### config.mk
export PLATFORM = sky130hd
export DESIGN_NAME = sa_accept_decider
export DESIGN_NICKNAME = d
export VERILOG_FILES = /design/src/rtl/sa_pkg.sv /design/src/rtl/lfsr32.sv /design/src/rtl/sa_accept_decider.sv
export SDC_FILE = /design/constraint.sdc
export NUM_CORES = 1
export LEC_CHECK = 0
export CAP_MARGIN = 5
export CORE_MARGIN = 2
export CORE_UTILIZATION = 34
export CTS_BUF_LIST = sky130_fd_sc_hd__clkbuf_4
export DETAILED_ROUTE_END_ITERATION = 6
export GPL_ROUTABILITY_DRIVEN = 0
export PLACE_DENSITY = 0.7
export SYNTH_ARGS = -nofsm -noshare
export SYNTH_HDL_FRONTEND = slang
export SYNTH_SLANG_ARGS = --single-unit
### constraint.sdc
create_clock -name clk -period 4.3 [get_ports clk]
set_input_delay 0.43 -clock clk [delete_from_list [all_inputs] [get_ports clk]]
set_output_delay 0.43 -clock clk [all_outputs]
set_load 0.02 [all_outputs]
### src/rtl/sa_pkg.sv
// Shared definitions for the simulated-annealing core: FSM encoding,
// LFSR polynomial and probability fixed-point format.
package sa_pkg;

    // Galois mask for x^32 + x^22 + x^2 + x + 1
    localparam logic [31:0] LFSR_TAPS      = 32'h8020_0003;
    // Probability is unsigned Q8.24, so 1.0 sits at bit 24
    localparam logic [31:0] PROB_ONE       = 32'h0100_0000;
    localparam int          PROB_FRAC_BITS = 24;

    typedef enum logic [1:0] {
        ST_IDLE = 2'd0,
        ST_REQ  = 2'd1,
        ST_WAIT = 2'd2,
        ST_DONE = 2'd3
    } sa_state_e;

    // One right-shifting Galois step; bit 0 falls out and feeds back via the taps
    function automatic logic [31:0] lfsr_next(input logic [31:0] s);
        return {1'b0, s[31:1]} ^ (s[0] ? LFSR_TAPS : 32'h0);
    endfunction

endpackage

### src/rtl/lfsr32.sv
// Free-running 32-bit Galois LFSR. A zero seed would lock the register,
// so it is substituted with 1.
module lfsr32
    import sa_pkg::*;
#(
    parameter logic [31:0] SEED = 32'h1
) (
    input  logic        clk,
    input  logic        rst,
    output logic [31:0] state
);

    localparam logic [31:0] SEED_EFF = (SEED == 32'h0) ? 32'h1 : SEED;

    logic [31:0] r_state;

    // Load the seed in reset, otherwise advance one step every cycle
    always_ff @(posedge clk) begin
        if (!rst) r_state <= SEED_EFF;
        else      r_state <= lfsr_next(r_state);
    end

    assign state = r_state;

endmodule

### src/rtl/sa_accept_decider.sv
// Metropolis accept/reject stage. Downhill/equal moves are accepted
// straight away; uphill moves ask the probability computer and compare
// its answer with the LFSR, with a bounded wait ending in a forced reject.
module sa_accept_decider
    import sa_pkg::*;
#(
    parameter logic [31:0] LFSR_SEED = 32'h1D87_2B41,
    parameter int          TIMEOUT   = 64
) (
    input  logic        clk,
    input  logic        rst,
    input  logic        cand_valid,
    output logic        cand_ready,
    input  logic [31:0] new_cost,
    input  logic [31:0] old_cost,
    output logic        pc_req_valid,
    output logic [31:0] pc_new,
    output logic [31:0] pc_old,
    input  logic [31:0] pc_prob,
    input  logic        pc_prob_valid,
    output logic        dec_valid,
    output logic        dec_accept,
    output logic        dec_downhill,
    output logic        dec_timeout,
    output logic [31:0] accept_cnt,
    output logic [31:0] reject_cnt
);

    localparam int          CW        = (TIMEOUT > 2) ? $clog2(TIMEOUT) : 1;
    localparam logic [CW-1:0] WAIT_LAST = CW'(TIMEOUT - 1);

    sa_state_e   r_state;
    logic [CW-1:0] r_wait;
    logic [31:0] r_pc_new;
    logic [31:0] r_pc_old;
    logic        r_acc;
    logic        r_down;
    logic        r_to;
    logic [31:0] r_acc_cnt;
    logic [31:0] r_rej_cnt;

    logic [31:0] w_lfsr;
    logic        w_prob_acc;

    lfsr32 #(.SEED(LFSR_SEED)) u_lfsr (
        .clk   (clk),
        .rst   (rst),
        .state (w_lfsr)
    );

    // Any integer part means p >= 1.0 and the move is always taken;
    // otherwise the fractional bits race a uniform 24-bit sample.
    assign w_prob_acc = (pc_prob[31:PROB_FRAC_BITS] != '0) ||
                        (w_lfsr[PROB_FRAC_BITS-1:0] < pc_prob[PROB_FRAC_BITS-1:0]);

    // Decision FSM with wait counter and statistics
    always_ff @(posedge clk) begin
        if (!rst) begin
            r_state   <= ST_IDLE;
            r_wait    <= '0;
            r_pc_new  <= '0;
            r_pc_old  <= '0;
            r_acc     <= 1'b0;
            r_down    <= 1'b0;
            r_to      <= 1'b0;
            r_acc_cnt <= '0;
            r_rej_cnt <= '0;
        end else begin
            case (r_state)
                ST_IDLE: begin
                    if (cand_valid) begin
                        r_pc_new <= new_cost;
                        r_pc_old <= old_cost;
                        r_to     <= 1'b0;
                        if (new_cost <= old_cost) begin
                            r_acc   <= 1'b1;
                            r_down  <= 1'b1;
                            r_state <= ST_DONE;
                        end else begin
                            r_acc   <= 1'b0;
                            r_down  <= 1'b0;
                            r_state <= ST_REQ;
                        end
                    end
                end
                ST_REQ: begin
                    r_wait  <= '0;
                    r_state <= ST_WAIT;
                end
                ST_WAIT: begin
                    r_wait <= r_wait + 1'b1;
                    // A response landing on the last wait cycle still wins
                    if (pc_prob_valid) begin
                        r_acc   <= w_prob_acc;
                        r_to    <= 1'b0;
                        r_state <= ST_DONE;
                    end else if (r_wait == WAIT_LAST) begin
                        r_acc   <= 1'b0;
                        r_to    <= 1'b1;
                        r_state <= ST_DONE;
                    end
                end
                ST_DONE: begin
                    if (r_acc) r_acc_cnt <= r_acc_cnt + 32'd1;
                    else       r_rej_cnt <= r_rej_cnt + 32'd1;
                    r_state <= ST_IDLE;
                end
                default: r_state <= ST_IDLE;
            endcase
        end
    end

    assign cand_ready   = rst && (r_state == ST_IDLE);
    assign pc_req_valid = (r_state == ST_REQ);
    assign pc_new       = r_pc_new;
    assign pc_old       = r_pc_old;
    assign dec_valid    = (r_state == ST_DONE);
    assign dec_accept   = dec_valid && r_acc;
    assign dec_downhill = dec_valid && r_down;
    assign dec_timeout  = dec_valid && r_to;
    assign accept_cnt   = r_acc_cnt;
    assign reject_cnt   = r_rej_cnt;

endmodule

Yosys cells after proc, flatten, opt, wreduce, memory -nomap -nowiden
Cells that the tools add are included.

Output and inout bits: 134. Bits in registers: 171. Input bits: 100.

Order comparisons: 2. Eq/ne operators: 6. Reduce and logical (&&, ||, !) cells: 14. Multiplexer cells: 16. Add/sub/neg operators: 3. Bitwise logic cells: 2.

Operator list (number): adder 32 x 1 -> 32 bit, second input constant (2); <= comparator 32 bit (1); 2-to-1 mux 32 bit (1); bitwise XOR 31 x 32 -> 32 bit (1); < comparator 24 bit (1); case mux 6 bit (2 select lines) (1); 2-to-1 mux 2 bit (4); case mux 2 bit (4 select lines) (1); AND reduction 2 bit (4); nonzero test 8 bit (1); 2-to-1 mux 1 bit (7); adder 6 x 1 -> 6 bit, second input constant (1); equality test 6 bit, second input constant (1); equality test 2 bit, second input constant (2); logical AND 1 bit (4); case mux 1 bit (2 select lines) (2); nonzero test 2 bit (2); inequality test 3 bit, second input constant (1); AND reduction 3 bit (1); equality test 2 x 1 -> 1 bit, second input constant (1); zero test 2 bit (1); inequality test 2 bit, second input constant (1); logical OR 1 bit (1); NOT 1 bit (1).

Depth between registers and ports, before layout
Gate-level depths: netlist (run 1).

Word-level depth: 4. Depth in mapped cells: 8.

Modules after synthesis
A second synthesis (run 1) with hierarchy kept.

Cell total of the unflattened synthesis: 941. Area, all modules: 7867.5 um^2.

By module, submodules not included: sa_accept_decider (area each 6986.7 um^2, cells each 871, times used 1); lfsr32 (area each 880.8 um^2, cells each 70, times used 1).

Worst setup path before layout (run 1)
No wires, ideal clock.

Kind: register to register. Start: register r_state[1]. End: register r_acc_cnt[23] (netlist: accept_cnt[23]). Period minus slack after synthesis: 2.184 ns. Arrival: 2.069 ns. Stages on the path, launching flop included: 9. Path buffers: 0. Setup slack: 2.116 ns. Setup time: 0.115 ns. Required time: 4.185 ns. Path through: dfxtp_1 ha_1 nand2_1 inv_2 nand4_4 nor4_4 and4_1 xor2_1 and2_1.

Word-level cells in the longest chain between the ends: 2.

Ends and longest elaborated chain: from (decl) (RTL line sa_accept_decider.sv:32) `sa_state_e r_state;`; from (signal assigned) (RTL line sa_accept_decider.sv:59) `r_state <= ST_IDLE;`; from (signal assigned) (RTL line sa_accept_decider.sv:78) `r_state <= ST_DONE;`; from (signal assigned) (RTL line sa_accept_decider.sv:82) `r_state <= ST_REQ;`; equality test 2 bit; via dec_valid (RTL line sa_accept_decider.sv:21) `output logic dec_valid,`; AND reduction 2 bit (no source line); to (signal assigned) (RTL line sa_accept_decider.sv:104) `if (r_acc) r_acc_cnt <= r_acc_cnt + 32'd1;`; to (decl) (RTL line sa_accept_decider.sv:39) `logic [31:0] r_acc_cnt;`.

The timed path passes the listed nets, and every way through them passes these cells. A chain may end at the register's enable or synchronous reset.

Worst setup path in the final report (run 1)
Start: register r_state[1]. End: output port dec_accept.

Word-level cells in the longest chain between the ends: 2.

Ends and longest elaborated chain: equality test 2 bit (RTL line sa_accept_decider.sv:117) `assign dec_valid = (r_state == ST_DONE);`; logical AND 1 bit (RTL line sa_accept_decider.sv:118) `assign dec_accept = dec_valid && r_acc;`; to (decl) (RTL line sa_accept_decider.sv:22) `output logic dec_accept,`.

Every way passes these cells.

==> run summary, run 1 <==
Worst setup SP type -> flip-flop
leading area contributor after synthesis -> dfxtp_1
drt pass-1 iters -> 4
Worst-path clk slew -> 0.15 ns
root buf cell -> clkbuf_4
Max Cap Viol -> 0
Setup Buffers After CTS -> 0
PortBufs -> 233
Post-Syn Instances -> 929
synth unique cells -> 53
Die Ht -> 159 um
commonest non-fill, non-tap cell in the layout -> clkdlybuf4s50_1
Int Pwr -> 2610 uW
fraction of layout cells with a size suffix above 1 -> 0.0429
Leak -> 0.00445 uW
Die ar. -> 25200 sq um
# setup viols final -> 0
synthesis-to-layout area growth -> 36.0%
crit path kind -> reg2out
RSZ-0062 raised after global routing -> no
Post-DP HPWL -> 15.8 mm
WP data required -> 3.87 ns
commonest register cell after synthesis -> dfxtp_1
Initial Util -> 0.347
DRC viols -> 0
# rows -> 56
Crit Reg-Reg Startpoint -> r_state[1]
vias in the first global route -> 6934
fillers -> 2300
commonest non-fill, non-tap cells in the layout -> 232 x clkdlybuf4s50_1, 173 x nand2_1, 171 x dfxtp_1, 79 x and2_1, 66 x a21boi_0
CTS tree -> done
fin nets -> 1315
Hold Crit Start -> rst
peak supply drop -> 0.271 mV
number of DRC markers in iteration 0 -> 312
H-tree depth -> 4
pwr/cell area -> 359 nW/um^2
via count -> 6899
Crit Path Max Fanout -> 8
FMAX -> 0.357 GHz
combinational power share -> 0.295
Die W -> 159 um
relative slew slack -> 0.483
outcome -> finished, final reports clean
Num CTS Buffers -> 17
EDFF count, synth -> 0
crit end category -> primary output
clk sink count -> 171
pre-CTS setup slack -> 1.30 ns
Routed WL -> 21.1 mm
grt total ovfl -> 0
Period Utilization, post-route -> 0.651
fin util -> 0.472
cells resized by post-CTS repair -> 0
Total Power -> 3980 uW
Mapped Nets -> 1092
total track usage -> 0.171
share of the synthesized area in the top cell type -> 0.420
minimum clock period -> 2.80 ns
YS warnings -> 0
clock latency on the worst-skew pair -> 0.56 ns
sw frac -> 0.344
Reg power frac -> 0.459
Worst Setup SP -> r_state[1]
Routed wire per std cell -> 14.2 um
setup TNS -> 0 ns
Max Clock Skew -> 0.0330 ns
Synth async-reset ratio -> 0
first-pass GRT wire length -> 35.0 mm
post-synthesis sequential area ratio -> 0.420
final-report max-slew violation count -> 0
worst hold path type -> in2reg
register bit total from synthesis -> 171
Arrival @ worst endpoint -> 2.37 ns
Core ar. -> 23500 sq um
largest cells by area after synthesis -> dfxtp_1 42%, ha_1 9.7%, nand2_1 8.0%
post-cts hold buffer count -> 0
Final Hold Viols -> 0
Clock Path Buffers -> 2
Clock Power Share -> 0.245
worst setup margin -> 1.50 ns
pin count of the biggest net entering global routing -> 86
synthesized area -> 8140 sq um
initial antenna violation count -> 1
I/O Pins -> 234
syn_area_per_cell -> 8.77 sq um
vias per cell -> 4.65
P_sw -> 1370 uW
DRT antenna net count -> 0
Worst-Margin Slew -> 0.773 ns
==> state kept, by name, indices dropped and copies added, names as in the netlist <==
register / count
pc_new: 32
reject_cnt: 32
pc_old: 32
u_lfsr.state: 32
r_down: 1
r_state: 2
r_wait: 6
r_to: 1
accept_cnt: 32
r_acc: 1
==> power by group through the flow <==
| stage | logic, uW | registers (uW) | clock network, uW |
|---|---|---|---|
| after floorplan | 544 | 1970 | 0 |
| after global placement | 1180 | 1860 | 0 |
| after detailed placement | 1180 | 1860 | 0 |
| after CTS | 1190 | 1830 | 1030 |
| after global routing | 1300 | 1850 | 1090 |
| final | 1180 | 1830 | 976 |
==> cell usage after synthesis, types with 3 or more instances <==
cell and instances:
xnor2_1 48, a21boi_0 66, nor4_1 3, and4_1 10
nor3_1 3, o21ai_0 21, nand2b_1 14, a211oi_1 6
clkbuf_1 29, nand4_1 23, nor2b_1 7, a21oi_1 21
xor2_1 18, inv_1 63, dfxtp_1 171, and3_1 10
and2_1 80, nand3_1 21, nor2_1 28, nand2_1 174
ha_1 63, buf_1 4, or3_1 5, a21boi_1 3
==> through the flow <==
stage / std cells / instance area, sq um / hold WS (ns)
after global placement: 1452 / 10800 / 0.390
after global routing: 1485 / 11100 / 0.370
after detailed placement: 1452 / 10800 / 0.396
final: 1485 / 11100 / 0.421
after floorplan: 929 / 8140 / 0.386
after CTS: 1484 / 11100 / 0.335
==> worst paths after layout <==
check	endpoint	slack (ns)	cells after the start
setup / recovery	dec_accept	1.50	4
hold / removal	u_lfsr.state[0]	0.42	2
setup reg to reg	reject_cnt[29]	1.90	7
hold reg to reg	u_lfsr.state[25]	0.43	1
==> kinds of logic after synthesis <==
group	after synthesis	share of synthesized area
XOR/XNOR	66	0.0710
AO/OA/AOI/OAI	133	0.110
AND/OR/NAND/NOR	397	0.254
adder cells (fa/ha/maj)	63	0.0968
flip-flops	171	0.420
buffers and inverters	97	0.0447
multiplexers	2	0.00246
==> worst max-delay path, stage by stage (launching register included) <==
cell	delay, ns
dfxtp_1	0.40
ha_1	0.46
nand2_1	0.20
inv_2	0.14
clkdlybuf4s50_1	0.62
==> routing by layer <==
| layer | global-route usage | vias to the layer above | share of wire |
|---|---|---|---|
| met1 | 0.203 | 3179 | 0.44 |
| li1 | - | 3525 | - |
| met3 | 0.0778 | 16 | 0.096 |
| met4 | 0.0438 | 0 | 0.012 |
| met2 | 0.280 | 179 | 0.45 |
| met5 | 0 | - | 0 |
==> final cells by class <==
type                            count  area [sq um]  area share
Multi-Input combinational cell    661          4360       0.394
Sequential cell                   171          3420       0.309
Timing Repair Buffer              237          2360       0.213
Tap cell                          319           399      0.0360
Inverter                           64           240      0.0217
Clock inverter                     14           156      0.0141
Clock buffer                       18           135      0.0122
Antenna cell                        1          2.50    0.000226
(Power assumes the default switching activity.)
==> inputs of run 2 (changes only) <==
--- a/config.mk
+++ b/config.mk
@@ -11,7 +11,7 @@
 export CTS_BUF_LIST = sky130_fd_sc_hd__clkbuf_4
 export DETAILED_ROUTE_END_ITERATION = 6
 export GPL_ROUTABILITY_DRIVEN = 0
-export PLACE_DENSITY = 0.7
+export PLACE_DENSITY = 0.73
 export SYNTH_ARGS = -nofsm -noshare
 export SYNTH_HDL_FRONTEND = slang
 export SYNTH_SLANG_ARGS = --single-unit
==> constraint.sdc (replaced) <==
create_clock -name clk -period 2.31 [get_ports clk]
set_input_delay 0.231 -clock clk [delete_from_list [all_inputs] [get_ports clk]]
set_output_delay 0.231 -clock clk [all_outputs]
set_load 0.02 [all_outputs]
==> run summary, run 2 (same netlist as run 1, synthesis figures left out) <==
clock latency on the worst-skew pair -> 0.55 ns (was 0.56 ns)
# rows -> 56 (unchanged)
Worst setup SP type -> flip-flop (unchanged)
FMAX -> 0.460 GHz
total track usage -> 0.172 (was 0.171)
pwr/cell area -> 657 nW/um^2 (was 359 nW/um^2)
outcome -> finished, final reports clean (unchanged)
initial antenna violation count -> 1 (unchanged)
worst hold path type -> in2reg (unchanged)
# setup viols final -> 0 (unchanged)
RSZ-0062 raised after global routing -> no (unchanged)
worst setup margin -> 0.136 ns (was 1.50 ns)
drt pass-1 iters -> 5 (was 4)
fraction of layout cells with a size suffix above 1 -> 0.0669 (was 0.0429)
Max Clock Skew -> 0.0326 ns (was 0.0330 ns)
Die W -> 159 um (unchanged)
first-pass GRT wire length -> 35.9 mm (was 35.0 mm)
vias per cell -> 4.65 (about the same)
relative slew slack -> 0.588 (was 0.483)
setup TNS -> 0 ns (unchanged)
DRT antenna net count -> 0 (unchanged)
root buf cell -> clkbuf_4 (unchanged)
peak supply drop -> 0.477 mV (was 0.271 mV)
minimum clock period -> 2.17 ns
hold path cells -> 3 (was 2)
Leak -> 0.00464 uW (was 0.00445 uW)
Post-DP HPWL -> 16.2 mm (was 15.8 mm)
commonest non-fill, non-tap cells in the layout -> 228 x clkdlybuf4s50_1, 173 x nand2_1, 171 x dfxtp_1, 79 x and2_1, 66 x a21boi_0 (was 232 x clkdlybuf4s50_1, 173 x nand2_1, 171 x dfxtp_1, 79 x and2_1, 66 x a21boi_0)
DRC viols -> 0 (unchanged)
crit path kind -> reg2reg (was reg2out)
pin count of the biggest net entering global routing -> 71 (was 86)
Total Power -> 7440 uW (was 3980 uW)
synthesis-to-layout area growth -> 39.2% (was 36.0%)
Crit Path Max Fanout -> 5 (was 8)
Worst-Margin Slew -> 0.618 ns (was 0.773 ns)
Die ar. -> 25200 sq um (unchanged)
commonest non-fill, non-tap cell in the layout -> clkdlybuf4s50_1 (unchanged)
fin nets -> 1346 (was 1315)
crit end category -> flip-flop (was primary output)
Worst-path clk slew -> 0.17 ns (was 0.15 ns)
vias in the first global route -> 7276 (was 6934)
PortBufs -> 233 (unchanged)
Num CTS Buffers -> 17 (unchanged)
Clock Path Buffers -> 2 (unchanged)
final-report max-slew violation count -> 0 (unchanged)
number of DRC markers in iteration 0 -> 257 (was 312)
via count -> 7047 (was 6899)
WP data required -> 2.79 ns (was 3.87 ns)
Final Hold Viols -> 0 (unchanged)
H-tree depth -> 4 (unchanged)
I/O Pins -> 234 (unchanged)
Max Cap Viol -> 0 (unchanged)
grt total ovfl -> 0 (unchanged)
fin util -> 0.483 (was 0.472)
Routed WL -> 21.5 mm (was 21.1 mm)
CTS tree -> done (unchanged)
clk sink count -> 171 (unchanged)
Routed wire per std cell -> 14.2 um (about the same)
Arrival @ worst endpoint -> 2.65 ns (was 2.37 ns)
Die Ht -> 159 um (unchanged)
Initial Util -> 0.347 (unchanged)
pre-CTS setup slack -> -0.263 ns (was 1.30 ns)
fillers -> 2271 (was 2300)
Core ar. -> 23500 sq um (unchanged)
R2R depth -> 8 (was 7)
Period Utilization, post-route -> 0.941
[run 2: power by group]
| part | total, uW | leakage (uW) | switching, uW | internal [uW] |
|---|---|---|---|---|
| clock | 1760 | 0.000148 | 1100 | 660 |
| sequential | 3390 | 0.00140 | 160 | 3230 |
| combinational | 2290 | 0.00310 | 1260 | 1030 |
| total | 7440 | 0.00464 | 2520 | 4920 |
[run 2: timing repair]
action	in CTS	in global routing
hold endpoints to repair	5	0
setup endpoints to repair	4	7
buffers inserted	0	1
gates cloned	0	0
hold buffers	1	0
pin swaps	0	2
resized for setup	4	3
[run 2: layout make-up]
type / count / area [sq um] / share of cell area
repair buffers: 268 / 2620 / 0.231
multi-input cells: 661 / 4370 / 0.385
well taps: 319 / 399 / 0.0352
clock inverters: 14 / 143 / 0.0126
inverters: 64 / 240 / 0.0212
clock buffers: 18 / 135 / 0.0119
diodes: 1 / 2.50 / 0.000221
flip-flops and latches: 171 / 3420 / 0.302
[run 2: routing by layer]
metal / up-vias / wire length (um) / track usage
li1: 3596 / - / -
met1: 3255 / 9420 / 0.203
met2: 182 / 10000 / 0.290
met3: 14 / 1820 / 0.0697
met4: 0 / 288 / 0.0442
met5: - / 0 / 0
[run 2: critical path, cell delays in order, from the launching register on]
cell and delay [ns]:
dfxtp_1 0.42, ha_2 0.29, buf_4 0.16, nand3b_4 0.09
nor4_4 0.36, nand3_2 0.12, or2_1 0.25, or3_1 0.31
a21boi_1 0.13
[run 2: final timing paths]
check                                      start          endpoint  slack [ns]
worst min-delay path                old_cost[18]        pc_old[18]        0.24
worst max-delay path                  r_state[1]    reject_cnt[29]        0.14
worst max register to register        r_state[1]    reject_cnt[29]        0.14
worst min register to register  u_lfsr.state[28]  u_lfsr.state[27]        0.42
[run 2: stage by stage]
| stage | instances | cell area [sq um] | hold WS (ns) |
|---|---|---|---|
| 2_1_floorplan | 929 | 8140 | 0.376 |
| 3_3_place_gp | 1481 | 11000 | 0.392 |
| 3_5_place_dp | 1481 | 11000 | 0.392 |
| 4_1_cts | 1514 | 11300 | 0.171 |
| 5_1_grt | 1516 | 11300 | 0.187 |
| 6_report | 1516 | 11300 | 0.242 |
==> inputs of run 3 (changes only) <==
--- a/config.mk
+++ b/config.mk
@@ -10,8 +10,9 @@
 export CORE_UTILIZATION = 34
 export CTS_BUF_LIST = sky130_fd_sc_hd__clkbuf_4
 export DETAILED_ROUTE_END_ITERATION = 6
+export DONT_BUFFER_PORTS = 1
 export GPL_ROUTABILITY_DRIVEN = 0
-export PLACE_DENSITY = 0.73
+export PLACE_DENSITY = 0.6
 export SYNTH_ARGS = -nofsm -noshare
 export SYNTH_HDL_FRONTEND = slang
 export SYNTH_SLANG_ARGS = --single-unit
==> run summary, run 3 (same netlist as run 1, synthesis figures left out) <==
Core ar. -> 23500 sq um (unchanged)
Worst-path clk slew -> 0.15 ns (was 0.17 ns)
H-tree depth -> 4 (unchanged)
via count -> 6470 (was 7047)
Die W -> 159 um (unchanged)
setup TNS -> 0 ns (unchanged)
clock latency on the worst-skew pair -> 0.56 ns (was 0.55 ns)
pin count of the biggest net entering global routing -> 168 (was 71)
grt total ovfl -> 0 (unchanged)
drt pass-1 iters -> 4 (was 5)
# rows -> 56 (unchanged)
Post-DP HPWL -> 14.5 mm (was 16.2 mm)
Crit Reg-Reg Startpoint -> r_state[1] (unchanged)
clk sink count -> 171 (unchanged)
CTS tree -> done (unchanged)
relative slew slack -> 0.498 (was 0.588)
total track usage -> 0.165 (was 0.172)
final-report max-slew violation count -> 0 (unchanged)
Die ar. -> 25200 sq um (unchanged)
Die Ht -> 159 um (unchanged)
synthesis-to-layout area growth -> 20.6% (was 39.2%)
DRC viols -> 0 (unchanged)
outcome -> finished, final reports clean (unchanged)
Routed wire per std cell -> 15.1 um (was 14.2 um)
dpl cell area -> 8810 sq um (was 11000 sq um)
Critical Path End -> accept_cnt[23] (was reject_cnt[29])
number of DRC markers in iteration 0 -> 391 (was 257)
R2R depth -> 8 (unchanged)
commonest non-fill, non-tap cell in the layout -> nand2_1 (was clkdlybuf4s50_1)
RSZ-0062 raised after global routing -> no (unchanged)
Max Clock Skew -> 0.0239 ns (was 0.0326 ns)
Num CTS Buffers -> 17 (unchanged)
WP data required -> 2.82 ns (was 2.79 ns)
fraction of layout cells with a size suffix above 1 -> 0.0930 (was 0.0669)
peak supply drop -> 0.338 mV (was 0.477 mV)
final instance area -> 9820 sq um (was 11300 sq um)
initial antenna violation count -> 1 (unchanged)
Period Utilization, post-route -> 0.908 (was 0.941)
Crit Path Max Fanout -> 7 (was 5)
FMAX -> 0.477 GHz (was 0.460 GHz)
Worst setup SP type -> flip-flop (unchanged)
FF-to-FF End -> accept_cnt[23] (was reject_cnt[29])
crit end category -> flip-flop (unchanged)
PortBufs -> 0 (was 233)
Worst-Margin Slew -> 0.754 ns (was 0.618 ns)
Routed WL -> 20.6 mm (was 21.5 mm)
Worst Setup SP -> r_state[1] (unchanged)
vias per cell -> 4.74 (was 4.65)
worst hold path type -> in2reg (unchanged)
commonest non-fill, non-tap cells in the layout -> 173 x nand2_1, 171 x dfxtp_1, 79 x and2_1, 66 x a21boi_0, 65 x dlygate4sd3_1 (was 228 x clkdlybuf4s50_1, 173 x nand2_1, 171 x dfxtp_1, 79 x and2_1, 66 x a21boi_0)
I/O Pins -> 234 (unchanged)
Clock Path Buffers -> 2 (unchanged)
Arrival @ worst endpoint -> 2.61 ns (was 2.65 ns)
flop2flop setup slack -> 0.21 ns (was 0.14 ns)
Placed Cells -> 1264 (was 1481)
minimum clock period -> 2.10 ns (was 2.17 ns)
Max Cap Viol -> 0 (unchanged)
DRT antenna net count -> 0 (unchanged)
# setup viols final -> 0 (unchanged)
fin util -> 0.418 (was 0.483)
vias in the first global route -> 6566 (was 7276)
first-pass GRT wire length -> 34.1 mm (was 35.9 mm)
Final Hold Viols -> 0 (unchanged)
Leak -> 0.00414 uW (was 0.00464 uW)
Initial Util -> 0.347 (unchanged)
fin nets -> 1193 (was 1346)
pwr/cell area -> 720 nW/um^2 (was 657 nW/um^2)
crit path kind -> reg2reg (unchanged)
root buf cell -> clkbuf_4 (unchanged)
Setup Buffers After CTS -> 0 (unchanged)
post-route insts no fill -> 1365 (was 1516)
==> run 3: cell types whose count changed in the layout (fill, tap and decap cells not counted), sizes merged <==
cell | previous run | this run
clkdlybuf4s15 | 1 | 0
clkdlybuf4s50 | 228 | 0
dlygate4sd3 | 1 | 65
clkbuf | 18 | 17
dlymetal6s2s | 1 | 0
buf | 35 | 50
dlygate4sd2 | 2 | 0
diode | 1 | 3
bufinv | 2 | 3
==> run 3: layout make-up <==
class                   instances  area (sq um)
diodes                          3          7.51
clock buffers                  17           128
clock inverters                15           190
fillers                      2327         13700
inverters                      64           240
multi-input cells             661          4360
flip-flops and latches        171          3420
well taps                     319           399
repair buffers                115          1070
==> run 3: per-layer routing <==
| layer | global-route usage | part of all wire | vias to the layer above |
|---|---|---|---|
| met3 | 0.0533 | 0.068 | 18 |
| met2 | 0.271 | 0.46 | 186 |
| met5 | 0 | 0 | - |
| met4 | 0.0450 | 0.017 | 0 |
| met1 | 0.208 | 0.45 | 2966 |
| li1 | - | - | 3300 |
==> run 3: through the flow <==
stage	total power [uW]	setup slack (ns)	hold WS (ns)
after floorplan	4680	0.126	0.376
after global placement	5050	0.130	0.332
after detailed placement	5080	0.0717	0.337
after CTS	7170	0.0919	0.0438
after global routing	7530	0.0327	0.0554
final	7070	0.211	0.0557
==> run 3: what timing repair did <==
action                                 in CTS  in global routing
endpoints found under the hold margin     171                  0
setup endpoints to repair                   0                  8
gates resized for setup                     0                  1
hold buffers                               66                  0
==> run 3: critical path, stage by stage (launching register included) <==
cell and delay, ns:
dfxtp_1 0.40, ha_2 0.29, nand2_1 0.14, inv_2 0.10
nand4_4 0.16, nor4_4 0.43, and4_1 0.26, xor2_1 0.14
and2_1 0.13
==> run 3: worst min-delay path by stage <==
stage	depth (start not counted)	endpoint	from	slack [ns]
final	3	r_down	rst	0.06
after global placement	1	u_lfsr.state[0]	rst	0.33
after CTS	3	pc_old[23]	cand_valid	0.04
after floorplan	2	pc_new[26]	new_cost[26]	0.38
after detailed placement	1	u_lfsr.state[0]	rst	0.34
after global routing	2	r_state[0]	cand_valid	0.06
==> run 3: power by group <==
group	switching [uW]	internal (uW)	leakage [uW]	total, uW
logic	879	595	0.00258	1470
registers	440	3230	0.00140	3670
clock network	1150	773	0.000165	1920
total	2470	4600	0.00414	7070
